### config.mk
export PLATFORM = sky130hd
export DESIGN_NAME = ddr_soc_dma
export DESIGN_NICKNAME = d
export VERILOG_FILES = /design/src/rtl/ddr_dma_pkg.sv /design/src/rtl/ddr_dma_wdog.sv /design/src/rtl/ddr_soc_dma.sv
export SDC_FILE = /design/constraint.sdc
export NUM_CORES = 1
export LEC_CHECK = 0
export CAP_MARGIN = 20
export CORE_ASPECT_RATIO = 0.9
export CORE_MARGIN = 10
export CORE_UTILIZATION = 40
export DETAILED_ROUTE_END_ITERATION = 7
export GPL_TIMING_DRIVEN = 1
export HOLD_SLACK_MARGIN = 0.1
export PLACE_DENSITY_LB_ADDON = 0.08
export SLEW_MARGIN = 20
export SYNTH_ARGS = -nofsm -noshare
export SYNTH_HDL_FRONTEND = slang
export SYNTH_SLANG_ARGS = --single-unit
export TNS_END_PERCENT = 1
### constraint.sdc
create_clock -name soc_clk -period 3.6 [get_ports soc_clk]
set_input_delay 0.72 -clock soc_clk [delete_from_list [all_inputs] [get_ports soc_clk]]
set_output_delay 0.72 -clock soc_clk [all_outputs]
set_load 0.01 [all_outputs]
### src/rtl/ddr_dma_pkg.sv
// Shared types and constants for the DDR line-copy DMA (ddr_soc_dma and its watchdog).
package ddr_dma_pkg;

    typedef enum logic [2:0] {
        ST_IDLE,
        ST_FILL,
        ST_CMD,
        ST_WAIT,
        ST_DRAIN,
        ST_NEXT,
        ST_DONE
    } state_t;

    localparam int   CMD_OP_BIT     = 31;
    localparam logic CMD_OP_STORE   = 1'b1;
    localparam logic CMD_OP_LOAD    = 1'b0;
    localparam int   DDR_ADDR_WIDTH = 26;
    localparam int   BUF_WORDS      = 4;

    // Command word: op in the top bit, zero-extended line address below it.
    function automatic logic [31:0] make_cmd(input logic op, input logic [30:0] addr);
        logic [31:0] c;
        c = {1'b0, addr};
        c[CMD_OP_BIT] = op;
        return c;
    endfunction

endpackage

### src/rtl/ddr_dma_wdog.sv
// Loadable down-counter with expire flag; bounds how long a DDR command may stay outstanding.
module ddr_dma_wdog #(
    parameter int WIDTH = 16
) (
    input  logic             clk,
    input  logic             srst,
    input  logic             load,
    input  logic             en,
    input  logic [WIDTH-1:0] load_value,
    output logic             expired
);

    logic [WIDTH-1:0] count_reg;

    always_ff @(posedge clk) begin
        if (srst) begin
            count_reg <= '0;
        end else if (load) begin
            count_reg <= load_value;
        end else if (en && count_reg != '0) begin
            count_reg <= count_reg - WIDTH'(1);
        end
    end

    assign expired = (count_reg == '0);

endmodule

### src/rtl/ddr_soc_dma.sv
// DMA moving whole 128-bit lines between local SRAM and the DDR command/buffer interface.
// Optional watchdog on outstanding commands: define DDR_DMA_TIMEOUT_EN.
module ddr_soc_dma #(
    parameter int DDR_ADDR_WIDTH = ddr_dma_pkg::DDR_ADDR_WIDTH,
    parameter int MEM_ADDR_WIDTH = 16,
    parameter int LEN_WIDTH      = 16,
    parameter int STAT_HOLDOFF   = 4,
    parameter int TIMEOUT_CYCLES = 65535
) (
    input  logic                      soc_clk,
    input  logic                      soc_rst,
    input  logic                      start,
    input  logic                      dir,
    input  logic [DDR_ADDR_WIDTH-1:0] ddr_base,
    input  logic [MEM_ADDR_WIDTH-1:0] mem_base,
    input  logic [LEN_WIDTH-1:0]      num_lines,
    output logic                      busy,
    output logic                      done,
    output logic                      err,
    output logic                      mem_req,
    output logic                      mem_we,
    output logic [MEM_ADDR_WIDTH-1:0] mem_addr,
    output logic [31:0]               mem_wdata,
    input  logic [31:0]               mem_rdata,
    output logic [31:0]               soc_ddr_cmd,
    output logic                      soc_ddr_cmd_valid,
    input  logic [31:0]               soc_ddr_status,
    output logic [1:0]                soc_ddr_data_buf_idx,
    output logic                      soc_ddr_buf_wr,
    output logic                      soc_ddr_buf_rd,
    output logic [31:0]               soc_ddr_data_in,
    input  logic [31:0]               soc_ddr_data_out
);
    import ddr_dma_pkg::*;

    localparam int HW = $clog2(STAT_HOLDOFF + 2);
    localparam logic [HW-1:0] HOLD_LIM = HW'(STAT_HOLDOFF);
    localparam logic [2:0] CNT_LAST = 3'(BUF_WORDS - 1);
    localparam logic [2:0] CNT_FULL = 3'(BUF_WORDS);

    state_t                    state_reg;
    logic                      dir_reg;
    logic [DDR_ADDR_WIDTH-1:0] ddr_addr_reg;
    logic [MEM_ADDR_WIDTH-1:0] mem_ptr_reg;
    logic [LEN_WIDTH-1:0]      lines_left_reg;
    logic [2:0]                cnt_reg;
    logic [HW-1:0]             hold_reg;
    logic                      busy_reg, done_reg, err_reg;
    logic                      mem_req_reg, mem_we_reg;
    logic [MEM_ADDR_WIDTH-1:0] mem_addr_reg;
    logic [31:0]               cmd_reg;
    logic                      cmd_valid_reg, buf_wr_reg, buf_rd_reg;
    logic [1:0]                idx_reg;
    logic                      timeout;

    logic [DDR_ADDR_WIDTH-1:0] ddr_addr_next;
    logic [MEM_ADDR_WIDTH-1:0] mem_ptr_next;
    logic [LEN_WIDTH-1:0]      lines_next;
    logic                      status_ok;

    assign ddr_addr_next = ddr_addr_reg + DDR_ADDR_WIDTH'(1);
    assign mem_ptr_next  = mem_ptr_reg + MEM_ADDR_WIDTH'(BUF_WORDS);
    assign lines_next    = lines_left_reg - LEN_WIDTH'(1);
    assign status_ok     = (hold_reg == HOLD_LIM) && (soc_ddr_status != '0);

`ifdef DDR_DMA_TIMEOUT_EN
    localparam int WDW = $clog2(TIMEOUT_CYCLES + 1);

    ddr_dma_wdog #(.WIDTH(WDW)) u_wdog (
        .clk        (soc_clk),
        .srst       (soc_rst),
        .load       (state_reg == ST_CMD),
        .en         (state_reg == ST_WAIT),
        .load_value (WDW'(TIMEOUT_CYCLES - 1)),
        .expired    (timeout)
    );
`else
    assign timeout = 1'b0;
`endif

    always_ff @(posedge soc_clk) begin
        if (soc_rst) begin
            state_reg      <= ST_IDLE;
            dir_reg        <= 1'b0;
            ddr_addr_reg   <= '0;
            mem_ptr_reg    <= '0;
            lines_left_reg <= '0;
            cnt_reg        <= '0;
            hold_reg       <= '0;
            busy_reg       <= 1'b0;
            done_reg       <= 1'b0;
            err_reg        <= 1'b0;
            mem_req_reg    <= 1'b0;
            mem_we_reg     <= 1'b0;
            mem_addr_reg   <= '0;
            cmd_reg        <= '0;
            cmd_valid_reg  <= 1'b0;
            buf_wr_reg     <= 1'b0;
            buf_rd_reg     <= 1'b0;
            idx_reg        <= '0;
        end else begin
            // Outputs describe the coming cycle; strobes default low and states re-assert them.
            done_reg      <= 1'b0;
            mem_req_reg   <= 1'b0;
            mem_we_reg    <= 1'b0;
            mem_addr_reg  <= '0;
            cmd_reg       <= '0;
            cmd_valid_reg <= 1'b0;
            buf_wr_reg    <= 1'b0;
            buf_rd_reg    <= 1'b0;

            case (state_reg)
                ST_IDLE: begin
                    if (start) begin
                        dir_reg        <= dir;
                        ddr_addr_reg   <= ddr_base;
                        mem_ptr_reg    <= mem_base;
                        lines_left_reg <= num_lines;
                        err_reg        <= 1'b0;
                        cnt_reg        <= '0;
                        if (num_lines == '0) begin
                            state_reg <= ST_DONE;
                            done_reg  <= 1'b1;
                        end else begin
                            busy_reg <= 1'b1;
                            if (dir == CMD_OP_STORE) begin
                                state_reg    <= ST_FILL;
                                mem_req_reg  <= 1'b1;
                                mem_addr_reg <= mem_base;
                            end else begin
                                state_reg     <= ST_CMD;
                                cmd_valid_reg <= 1'b1;
                                cmd_reg       <= make_cmd(CMD_OP_LOAD, 31'(ddr_base));
                            end
                        end
                    end
                end
                ST_FILL: begin
                    // Read k is issued in cycle k; its data lands in buffer word k one cycle later.
                    if (cnt_reg < CNT_LAST) begin
                        mem_req_reg  <= 1'b1;
                        mem_addr_reg <= mem_ptr_reg + MEM_ADDR_WIDTH'(cnt_reg) + MEM_ADDR_WIDTH'(1);
                    end
                    if (cnt_reg < CNT_FULL) begin
                        buf_wr_reg <= 1'b1;
                        idx_reg    <= cnt_reg[1:0];
                        cnt_reg    <= cnt_reg + 3'd1;
                    end else begin
                        state_reg     <= ST_CMD;
                        cmd_valid_reg <= 1'b1;
                        cmd_reg       <= make_cmd(CMD_OP_STORE, 31'(ddr_addr_reg));
                    end
                end
                ST_CMD: begin
                    state_reg <= ST_WAIT;
                    hold_reg  <= '0;
                end
                ST_WAIT: begin
                    if (hold_reg != HOLD_LIM) begin
                        hold_reg <= hold_reg + HW'(1);
                    end
                    if (status_ok) begin
                        if (dir_reg == CMD_OP_STORE) begin
                            state_reg <= ST_NEXT;
                        end else begin
                            state_reg  <= ST_DRAIN;
                            buf_rd_reg <= 1'b1;
                            idx_reg    <= '0;
                            cnt_reg    <= '0;
                        end
                    end else if (timeout) begin
                        state_reg <= ST_DONE;
                        err_reg   <= 1'b1;
                        busy_reg  <= 1'b0;
                        done_reg  <= 1'b1;
                    end
                end
                ST_DRAIN: begin
                    if (cnt_reg < CNT_LAST) begin
                        buf_rd_reg <= 1'b1;
                        idx_reg    <= cnt_reg[1:0] + 2'd1;
                    end
                    if (cnt_reg < CNT_FULL) begin
                        mem_req_reg  <= 1'b1;
                        mem_we_reg   <= 1'b1;
                        mem_addr_reg <= mem_ptr_reg + MEM_ADDR_WIDTH'(cnt_reg);
                        cnt_reg      <= cnt_reg + 3'd1;
                    end else begin
                        state_reg <= ST_NEXT;
                    end
                end
                ST_NEXT: begin
                    ddr_addr_reg   <= ddr_addr_next;
                    mem_ptr_reg    <= mem_ptr_next;
                    lines_left_reg <= lines_next;
                    cnt_reg        <= '0;
                    if (lines_next == '0) begin
                        state_reg <= ST_DONE;
                        busy_reg  <= 1'b0;
                        done_reg  <= 1'b1;
                    end else if (dir_reg == CMD_OP_STORE) begin
                        state_reg    <= ST_FILL;
                        mem_req_reg  <= 1'b1;
                        mem_addr_reg <= mem_ptr_next;
                    end else begin
                        state_reg     <= ST_CMD;
                        cmd_valid_reg <= 1'b1;
                        cmd_reg       <= make_cmd(CMD_OP_LOAD, 31'(ddr_addr_next));
                    end
                end
                ST_DONE: begin
                    state_reg <= ST_IDLE;
                end
                default: begin
                    state_reg <= ST_IDLE;
                    busy_reg  <= 1'b0;
                end
            endcase
        end
    end

    assign busy                 = busy_reg;
    assign done                 = done_reg;
    assign err                  = err_reg;
    assign mem_req              = mem_req_reg;
    assign mem_we               = mem_we_reg;
    assign mem_addr             = mem_addr_reg;
    assign soc_ddr_cmd          = cmd_reg;
    assign soc_ddr_cmd_valid    = cmd_valid_reg;
    assign soc_ddr_data_buf_idx = idx_reg;
    assign soc_ddr_buf_wr       = buf_wr_reg;
    assign soc_ddr_buf_rd       = buf_rd_reg;
    // Read data from either side arrives one cycle after the request, exactly when the write strobe is up.
    assign soc_ddr_data_in      = buf_wr_reg ? mem_rdata : '0;
    assign mem_wdata            = mem_we_reg ? soc_ddr_data_out : '0;

endmodule
### Word-level counts from Yosys, hierarchy flattened

Index checks and enable logic that the tools add are counted.

| operators by class | value |
|---|---|
| $lt $le $gt $ge | 2 |
| reductions and logical operators | 20 |
| add/sub/neg operators | 8 |
| muxes and demuxes | 70 |
| bitwise gates (word level) | 3 |
| eq/ne operators | 19 |

Operator list:

| cell | number |
|---|---|
| 26-bit 2-to-1 mux | 6 |
| 16-bit 2-to-1 mux | 9 |
| 32-bit 2-to-1 mux | 3 |
| 32-bit one-hot mux with 3 select lines | 1 |
| 16-bit one-hot mux with 2 select lines | 2 |
| 16-bit one-hot mux with 4 select lines | 1 |
| 26-bit one-hot mux with 2 select lines | 1 |
| 3-bit 2-to-1 mux | 11 |
| 16-bit zero test | 2 |
| 32-bit nonzero test | 1 |
| 26-bit by 1-bit adder with 26-bit output (second input constant) | 1 |
| 1-bit 2-to-1 mux | 21 |
| 2-bit inequality test (second input constant) | 10 |
| 3-bit one-hot mux with 6 select lines | 1 |
| 16-bit by 1-bit adder with 16-bit output (second input constant) | 1 |
| 16-bit by 3-bit adder with 16-bit output | 1 |
| 16-bit by 3-bit adder with 16-bit output (second input constant) | 1 |
| 16-bit by 1-bit subtractor with 16-bit output (second input constant) | 1 |
| 3-bit equality test (second input constant) | 4 |
| 2-bit 2-to-1 mux | 6 |
| 3-bit one-hot mux with 4 select lines | 1 |
| 5-bit AND reduction | 2 |
| 4-bit AND reduction | 2 |
| 3-bit by 1-bit adder with 3-bit output (second input constant) | 2 |
| other kinds (21) | 31 |

| word-level totals | value |
|---|---|
| output and inout port bits | 122 |
| input port bits | 158 |
| register bits after elaboration | 125 |

### Longest topological paths before layout

Gate-level depths: netlist (run 1).

| depth | value |
|---|---|
| depth after elaboration | 4 |
| gate-level depth with buffers | 13 |
| gate-level depth less buffers | 11 |

### Worst setup path before layout (run 1)

Ideal clock, no wire load.

| timing path | value |
|---|---|
| path kind | reg2reg |
| start | reg cnt_reg[0] |
| end | reg mem_addr_reg[10], in the netlist mem_addr[10] |
| cell stages (with the launch flop) | 12 |
| required time | 3.519 ns |
| arrival | 2.722 ns |
| clock period less this slack | 2.803 ns |
| slack | 0.797 ns |
| cell sequence | dfxtp_1 > ha_1 > inv_1 > fa_1 > nor2b_1 > o21ai_0 > xor2_1 > or3_1 > and3b_1 > o21ai_0 > or3_1 > a41oi_1 |

| on the way | value |
|---|---|
| word-level cells in the longest chain between the ends | 4 |

RTL lines:

| item | RTL line | source |
|---|---|---|
| start, declared | ddr_soc_dma.sv:46 | `logic [2:0] cnt_reg;` |
| start signal, assigned | ddr_soc_dma.sv:147 | `cnt_reg <= cnt_reg + 3'd1;` |
| start signal, assigned | ddr_soc_dma.sv:187 | `cnt_reg <= cnt_reg + 3'd1;` |
| 16-bit by 3-bit adder with 16-bit output | ddr_soc_dma.sv:142, ddr_soc_dma.sv:186 |  |
| 16-bit by 1-bit adder with 16-bit output | ddr_soc_dma.sv:142 | `mem_addr_reg <= mem_ptr_reg + MEM_ADDR_WIDTH'(cnt_reg) + MEM_ADDR_WIDTH'(1);` |
| 16-bit 2-to-1 mux | ddr_soc_dma.sv:140 | `if (cnt_reg < CNT_LAST) begin` |
| 16-bit one-hot mux with 4 select lines * | ddr_soc_dma.sv:112 | `case (state_reg)` |
| end signal, assigned | ddr_soc_dma.sv:129 | `mem_addr_reg <= mem_base;` |
| end signal, assigned | ddr_soc_dma.sv:142 |  |
| end signal, assigned | ddr_soc_dma.sv:186 | `mem_addr_reg <= mem_ptr_reg + MEM_ADDR_WIDTH'(cnt_reg);` |
| end, declared | ddr_soc_dma.sv:50 | `logic [MEM_ADDR_WIDTH-1:0] mem_addr_reg;` |

Every way passes the cells marked *; elsewhere a longest branch is shown, timed or not.
A chain may end at the register's enable or synchronous reset.

### Worst setup path in the final report (run 1)

| timing path | value |
|---|---|
| start | reg lines_left_reg[0] |
| end | reg mem_addr_reg[15], in the netlist mem_addr[15] |

| on the way | value |
|---|---|
| word-level cells in the longest chain between the ends | 4 |

RTL lines:

| item | RTL line | source |
|---|---|---|
| start, declared | ddr_soc_dma.sv:45 | `logic [LEN_WIDTH-1:0] lines_left_reg;` |
| start signal, assigned | ddr_soc_dma.sv:118 | `lines_left_reg <= num_lines;` |
| start signal, assigned | ddr_soc_dma.sv:195 | `lines_left_reg <= lines_next;` |
| 16-bit by 1-bit subtractor with 16-bit output | ddr_soc_dma.sv:63 | `assign lines_next = lines_left_reg - LEN_WIDTH'(1);` |
| 16-bit zero test | ddr_soc_dma.sv:197 | `if (lines_next == '0) begin` |
| 16-bit 2-to-1 mux | ddr_soc_dma.sv:197 |  |
| 16-bit one-hot mux with 4 select lines | ddr_soc_dma.sv:112 |  |
| end signal, assigned | ddr_soc_dma.sv:129 |  |
| end signal, assigned | ddr_soc_dma.sv:142 |  |
| end signal, assigned | ddr_soc_dma.sv:204 | `mem_addr_reg <= mem_ptr_next;` |

No other way between the ends.

==> results of run 1 <==
Yosys cell counts (all sizes together), types with 3 or more instances:
| cell | count | area (um^2) |
|---|---|---|
| a211oi | 6 | 50.1 |
| a21oi | 69 | 345 |
| a221oi | 21 | 184 |
| a222oi | 24 | 240 |
| a22oi | 13 | 97.6 |
| a311oi | 7 | 61.3 |
| a31oi | 7 | 43.8 |
| a32oi | 3 | 26.3 |
| and2 | 73 | 457 |
| and3 | 17 | 111 |
| and4 | 3 | 26.3 |
| buf | 23 | 149 |
| clkbuf | 69 | 259 |
| dfxtp | 120 | 2400 |
| ha | 11 | 138 |
| inv | 21 | 78.8 |
| mux2i | 4 | 40.0 |
| nand2 | 107 | 404 |
| nand2b | 10 | 62.6 |
| nand3 | 35 | 180 |
| nand3b | 5 | 37.5 |
| nand4 | 10 | 62.6 |
| nor2 | 145 | 547 |
| nor2b | 7 | 43.8 |
| nor3 | 39 | 200 |
| nor3b | 7 | 57.6 |
| nor4 | 30 | 230 |
| nor4b | 4 | 35.0 |
| o211ai | 3 | 22.5 |
| o21ai | 76 | 380 |
| o21bai | 5 | 37.5 |
| o22ai | 7 | 43.8 |
| o311ai | 14 | 123 |
| o31ai | 3 | 22.5 |
| or2 | 4 | 25.0 |
| or3 | 8 | 50.1 |
| xnor2 | 20 | 175 |
| xor2 | 16 | 140 |
worst max-delay path: stages, from the launching register on:
cell and delay [ns]:
dfxtp_1 0.42, inv_1 0.11, ha_1 0.35, or3_1 0.43
o21ai_0 0.21, a32oi_1 0.17, nor4_4 0.33, nand2_2 0.17
and3_1 0.46, a222oi_1 0.36, o22ai_1 0.12
per-layer routing:
layer  part of all wire (%)  track usage, %  up-vias
li1                       -               -     4299
met1                     44            27.0     4036
met2                     48            35.0      324
met3                    6.8            5.34       27
met4                    1.1            4.35        0
met5                      0               0        -
area by class of cell:
cell class	count	area, um^2
timing repair buffer	295	2890
multi-input combinational	839	4920
fill	1789	7850
clock inverter	15	273
inverter	21	78.8
sequential	120	2400
tap	250	313
clock buffer	17	425
per-stage QoR:
stage	instances	hold slack [ns]	setup WS, ns	total power, mW	util (%)
2_1_floorplan	1072	0.449	0.797	3.07	-
3_3_place_gp	1524	0.463	0.504	3.81	55.3
3_5_place_dp	1524	0.477	0.405	3.83	55.3
4_1_cts	1556	0.486	0.368	5.88	59.0
5_1_grt	1557	0.519	0.0656	6.21	59.0
6_report	1557	0.488	0.328	5.87	59.0
power by group:
| part | switching (mW) | total (mW) | internal (mW) |
|---|---|---|---|
| sequential | 0.330 | 1.86 | 1.53 |
| clock | 0.674 | 2.05 | 1.37 |
| combinational | 1.06 | 1.97 | 0.904 |
kinds of logic (layout without fill, tap and decap cells):
| kind of cell | Yosys count | after routing | share of synthesized area [%] |
|---|---|---|---|
| and+or+nand+nor | 509 | 509 | 33.1 |
| AOI/OAI and AO/OA | 272 | 272 | 23.2 |
| DFF | 120 | 120 | 30.9 |
| buffers and inverters | 113 | 348 | 6.25 |
| xor gates and xnor gates | 36 | 36 | 4.05 |
| adders and majority gates | 12 | 12 | 2.03 |
| muxes | 4 | 4 | 0.514 |
| other | 1 | 6 | 0.0482 |
how the worst max path moves through the flow:
stage	startpoint	to
6_report	lines_left_reg[0]	mem_addr[15]
2_1_floorplan	cnt_reg[0]	mem_addr[10]
3_5_place_dp	lines_left_reg[0]	mem_addr[15]
4_1_cts	lines_left_reg[0]	mem_addr[13]
3_3_place_gp	lines_left_reg[0]	mem_addr[14]
5_1_grt	lines_left_reg[0]	mem_addr[3]
==> impl_metrics.ini, run 1 <==
[outcome]
run_status = completed

[logic_synthesis]
yosysSeqAreaShare_pct = 30.9
dominantRegCellSynth = dfxtp_1
netlist-cell-type-count = 70
synth_enable_flop_cells = 0
synth_area_per_inst_um2 = 7.29
total_of_flip_flops_plus_latches_after_synthesis = 120
syn-instance-count = 1067
async_flop_share_pct = 0
syn_area_mm2 = 0.00778
ys_warn_count = 0

[route]
avgRoutedWirePerCell_um = 18.0
drt_wl_total_um = 28000
first_iteration_detailed_routing_drc_count = 728
routed_via_density = 5.58
final_antenna_net_count = 0
drtPass1Iterations = 7
drc = 0
detailroute.via_count = 8686

[hold_path]
hold_depth = 2
worstHoldStart = mem_ptr_reg[0]
holdPathEnd = mem_ptr_reg[0]
class_of_the_tightest_hold_or_removal_check = reg -> reg

[clocking]
clock_latency_ns = 0.42
post_cts_resized = 0
root_buffer = clkbuf_16
cts_tree = built
clkSinkCount = 120
cts_made_buffers = 17
cts.repair_timing.setup_buffer_count = 0
h_tree_levels = 4
clock_tree.buffer_depth = 2
clkSlewWorstSetupHoldPaths_ns = 0.06
cts_hold_buffers = 0

[timing]
maxSlewViolCount = 0
setup-violations-final = 0
final.setup_skew_ns = 0.00948
rsz0062_at_grt = false
report.final.hold_viol_count = 0
totalNegativeSetupSlack_ns = 0
fin_crit_ns = 3.27
max_clock_freq_mhz = 306
max_slew.worst_pin.slew_ns = 0.895
timing.final.crit_share_pct = 90.9
slew_headroom_pct = 38.8

[grt]
grt_pass1_vias = 8088
first_pass_grt_wire_length_um = 45100
grtUsageTotal_pct = 21.1
grt_overflow_total = 0
maximum_number_of_pins_on_one_net_before_global_route_repair = 69
grt_antenna_before_repair = 0

[pwr]
leakagePower_nw = 4.10
power-per-cell-area_mw_per_mm2 = 519
irDropWorstVdd_uv = 377

[critical_path]
r2r_setup_slk_ns = 0.33
worst_r2r_path_depth = 10
timing.critical_path.required_ns = 3.89
timing.critical_path.arrival_ns = 3.56
start_kind = flip-flop
critical_path.endpoint_type = flip-flop
cp_max_fo = 17
worstSetupPathType = reg -> reg
worst_r2r_startpoint = lines_left_reg[0]
r2r-end = mem_addr[15]

[cells_and_area]
drive_gt1_share_pct = 5.74
syn2layout_area_growth_pct = 45.3
design.final.nets = 1464
largest_register_ffs = 27
postLayoutCellArea_mm2 = 0.0113
antenna_cells = 0
layout_common_cells = clkdlybuf4s50_1, nor2_1, dfxtp_1, nand2_1, o21ai_0
layout.cells.most_common = clkdlybuf4s50_1

[placed_design]
port-buffer-count = 273
dp_hpwl_um = 20900
finalWeightedCongestion = 0.909
place_area_mm2 = 0.0106

[floorplan]
die_height_um = 152
floorplan_die_area_mm2 = 0.0254
core.rowCount = 48
io_pins = 280
core-area_mm2 = 0.0192
chipWidth_um = 167
initial_utilization_pct = 40.6

[run]
drv_cap = 0
Note: power is estimated with default switching activity, not from simulation.
==> inputs of run 2 (changes only) <==
--- a/config.mk
+++ b/config.mk
@@ -6,9 +6,11 @@
 export NUM_CORES = 1
 export LEC_CHECK = 0
 export CAP_MARGIN = 20
+export CELL_PAD_IN_SITES_DETAIL_PLACEMENT = 0
+export CELL_PAD_IN_SITES_GLOBAL_PLACEMENT = 1
 export CORE_ASPECT_RATIO = 0.9
 export CORE_MARGIN = 10
-export CORE_UTILIZATION = 40
+export CORE_UTILIZATION = 32
 export DETAILED_ROUTE_END_ITERATION = 7
 export GPL_TIMING_DRIVEN = 1
 export HOLD_SLACK_MARGIN = 0.1
==> run 2 against run 1 <==
Sequential share of layout area is 0.10 points lower. Cell area grew 0.48%. Clock power down 8%. Largest cell class unchanged. Largest power group is now combinational cells. Highest routed layer unchanged.
==> impl_metrics.ini, run 2 (synthesis gave the netlist of run 1 again) <==
[cells_and_area]
postLayoutCellArea_mm2 = 0.0114
largest_register_ffs = 27
layout_common_cells = clkdlybuf4s50_1, nor2_1, dfxtp_1, nand2_1, o21ai_0
syn2layout_area_growth_pct = 46.0
footprint_of_the_multi_input_gates_mm2 = 0.00492
design.final.nets = 1469
utilization_pct = 47.1
drive_gt1_share_pct = 6.10
ff_latch_area_mm2 = 0.00240
antenna_cells = 0
layout.cells.most_common = clkdlybuf4s50_1
fillers = 2403

[timing]
setup-violations-final = 0
totalNegativeSetupSlack_ns = 0
report.final.hold_viol_count = 0
rsz0062_at_grt = false
max_clock_freq_mhz = 301
slew_headroom_pct = 38.0
final.setup_skew_ns = 0.0136
post-route-worst-setup-slack_ns = 0.280
fin_crit_ns = 3.32
max_slew.worst_pin.slew_ns = 0.927
timing.final.crit_share_pct = 92.2
maxSlewViolCount = 0

[clocking]
h_tree_levels = 4
clock_latency_ns = 0.43
cts_tree = built
clock_tree.buffer_depth = 2
cts.repair_timing.setup_buffer_count = 0
cts_made_buffers = 17
clkSlewWorstSetupHoldPaths_ns = 0.06
root_buffer = clkbuf_16
clkSinkCount = 120
cts_hold_buffers = 0
post_cts_resized = 0

[floorplan]
die_height_um = 168
initial_utilization_pct = 32.3
chipWidth_um = 184
floorplan_die_area_mm2 = 0.0310
core-area_mm2 = 0.0241
io_pins = 280
core.rowCount = 54

[grt]
first_pass_grt_wire_length_um = 48400
maximum_number_of_pins_on_one_net_before_global_route_repair = 57
grt_pass1_vias = 8290
grt_overflow_total = 0
grtUsageTotal_pct = 19.4
grt_antenna_before_repair = 0

[critical_path]
timing.critical_path.required_ns = 3.88
worst_r2r_path_depth = 10
critical_path.endpoint_type = flip-flop
cp_max_fo = 17
start_kind = flip-flop
timing.critical_path.arrival_ns = 3.60
worstSetupPathType = reg -> reg

[pwr]
power-per-cell-area_mw_per_mm2 = 507
leakagePower_nw = 4.11
irDropWorstVdd_uv = 274

[route]
detailroute.via_count = 8772
drtPass1Iterations = 6
first_iteration_detailed_routing_drc_count = 747
drt_wl_total_um = 30900
final_antenna_net_count = 0
routed_via_density = 5.41
drc = 0
avgRoutedWirePerCell_um = 19.0

[placed_design]
port-buffer-count = 273
place_area_mm2 = 0.0107
post-place-ws_ns = 0.279
finalWeightedCongestion = 0.822
dp_hpwl_um = 22400

[outcome]
run_status = completed

[hold_path]
hold_depth = 2
class_of_the_tightest_hold_or_removal_check = reg -> reg

[run]
drv_cap = 0
-- run 2: cell types whose count changed in the layout (fill, tap and decap cells not counted), sizes merged --
cell	delta
buf	+5
bufinv	-3
clkbuf	+2
clkinvlp	-1
inv	+2
-- run 2: metrics by stage --
step / std cells / total power, mW / hold slack (ns)
floorplan: 1072 / 3.07 / 0.449
global placement: 1588 / 3.89 / 0.469
detailed placement: 1588 / 3.89 / 0.475
finish: 1620 / 5.76 / 0.478
CTS: 1620 / 5.80 / 0.483
global route: 1620 / 6.12 / 0.507
-- run 2: power breakdown --
part | switching [mW] | internal (mW)
registers | 0.318 | 1.53
clock network | 0.687 | 1.20
logic | 1.12 | 0.907
total | 2.12 | 3.64
-- run 2: critical path, stage by stage (launching register included) --
cell	delay (ns)
dfxtp_1	0.42
inv_1	0.10
ha_1	0.35
or3_1	0.41
o21ai_0	0.20
a21oi_1	0.12
nor4_4	0.38
nand2_2	0.17
and3_1	0.49
a222oi_1	0.40
a21oi_1	0.13
-- run 2: worst paths after layout --
path | start | endpoint | slack [ns]
setup / recovery | lines_left_reg[0] | mem_addr[13] | 0.28
hold / removal | hold_reg[1] | hold_reg[1] | 0.48
setup reg to reg | lines_left_reg[0] | mem_addr[13] | 0.28
hold reg to reg | hold_reg[1] | hold_reg[1] | 0.48
-- run 2: area by class of cell --
cell class                      instances  area share [%]
Sequential cell                       120            21.1
Inverter                               21           0.694
Clock buffer                           19            3.99
Multi-Input combinational cell        839            43.3
Clock inverter                         13            1.66
Timing Repair Buffer                  300            25.8
Tap cell                              308            3.39
-- run 2: layer usage --
metal	share of wire, %	vias up	GRT usage (%)
met4	0.94	0	3.95
met2	49	280	32.9
met1	44	4149	24.4
li1	-	4323	-
met3	6.5	20	4.45
met5	0	-	0
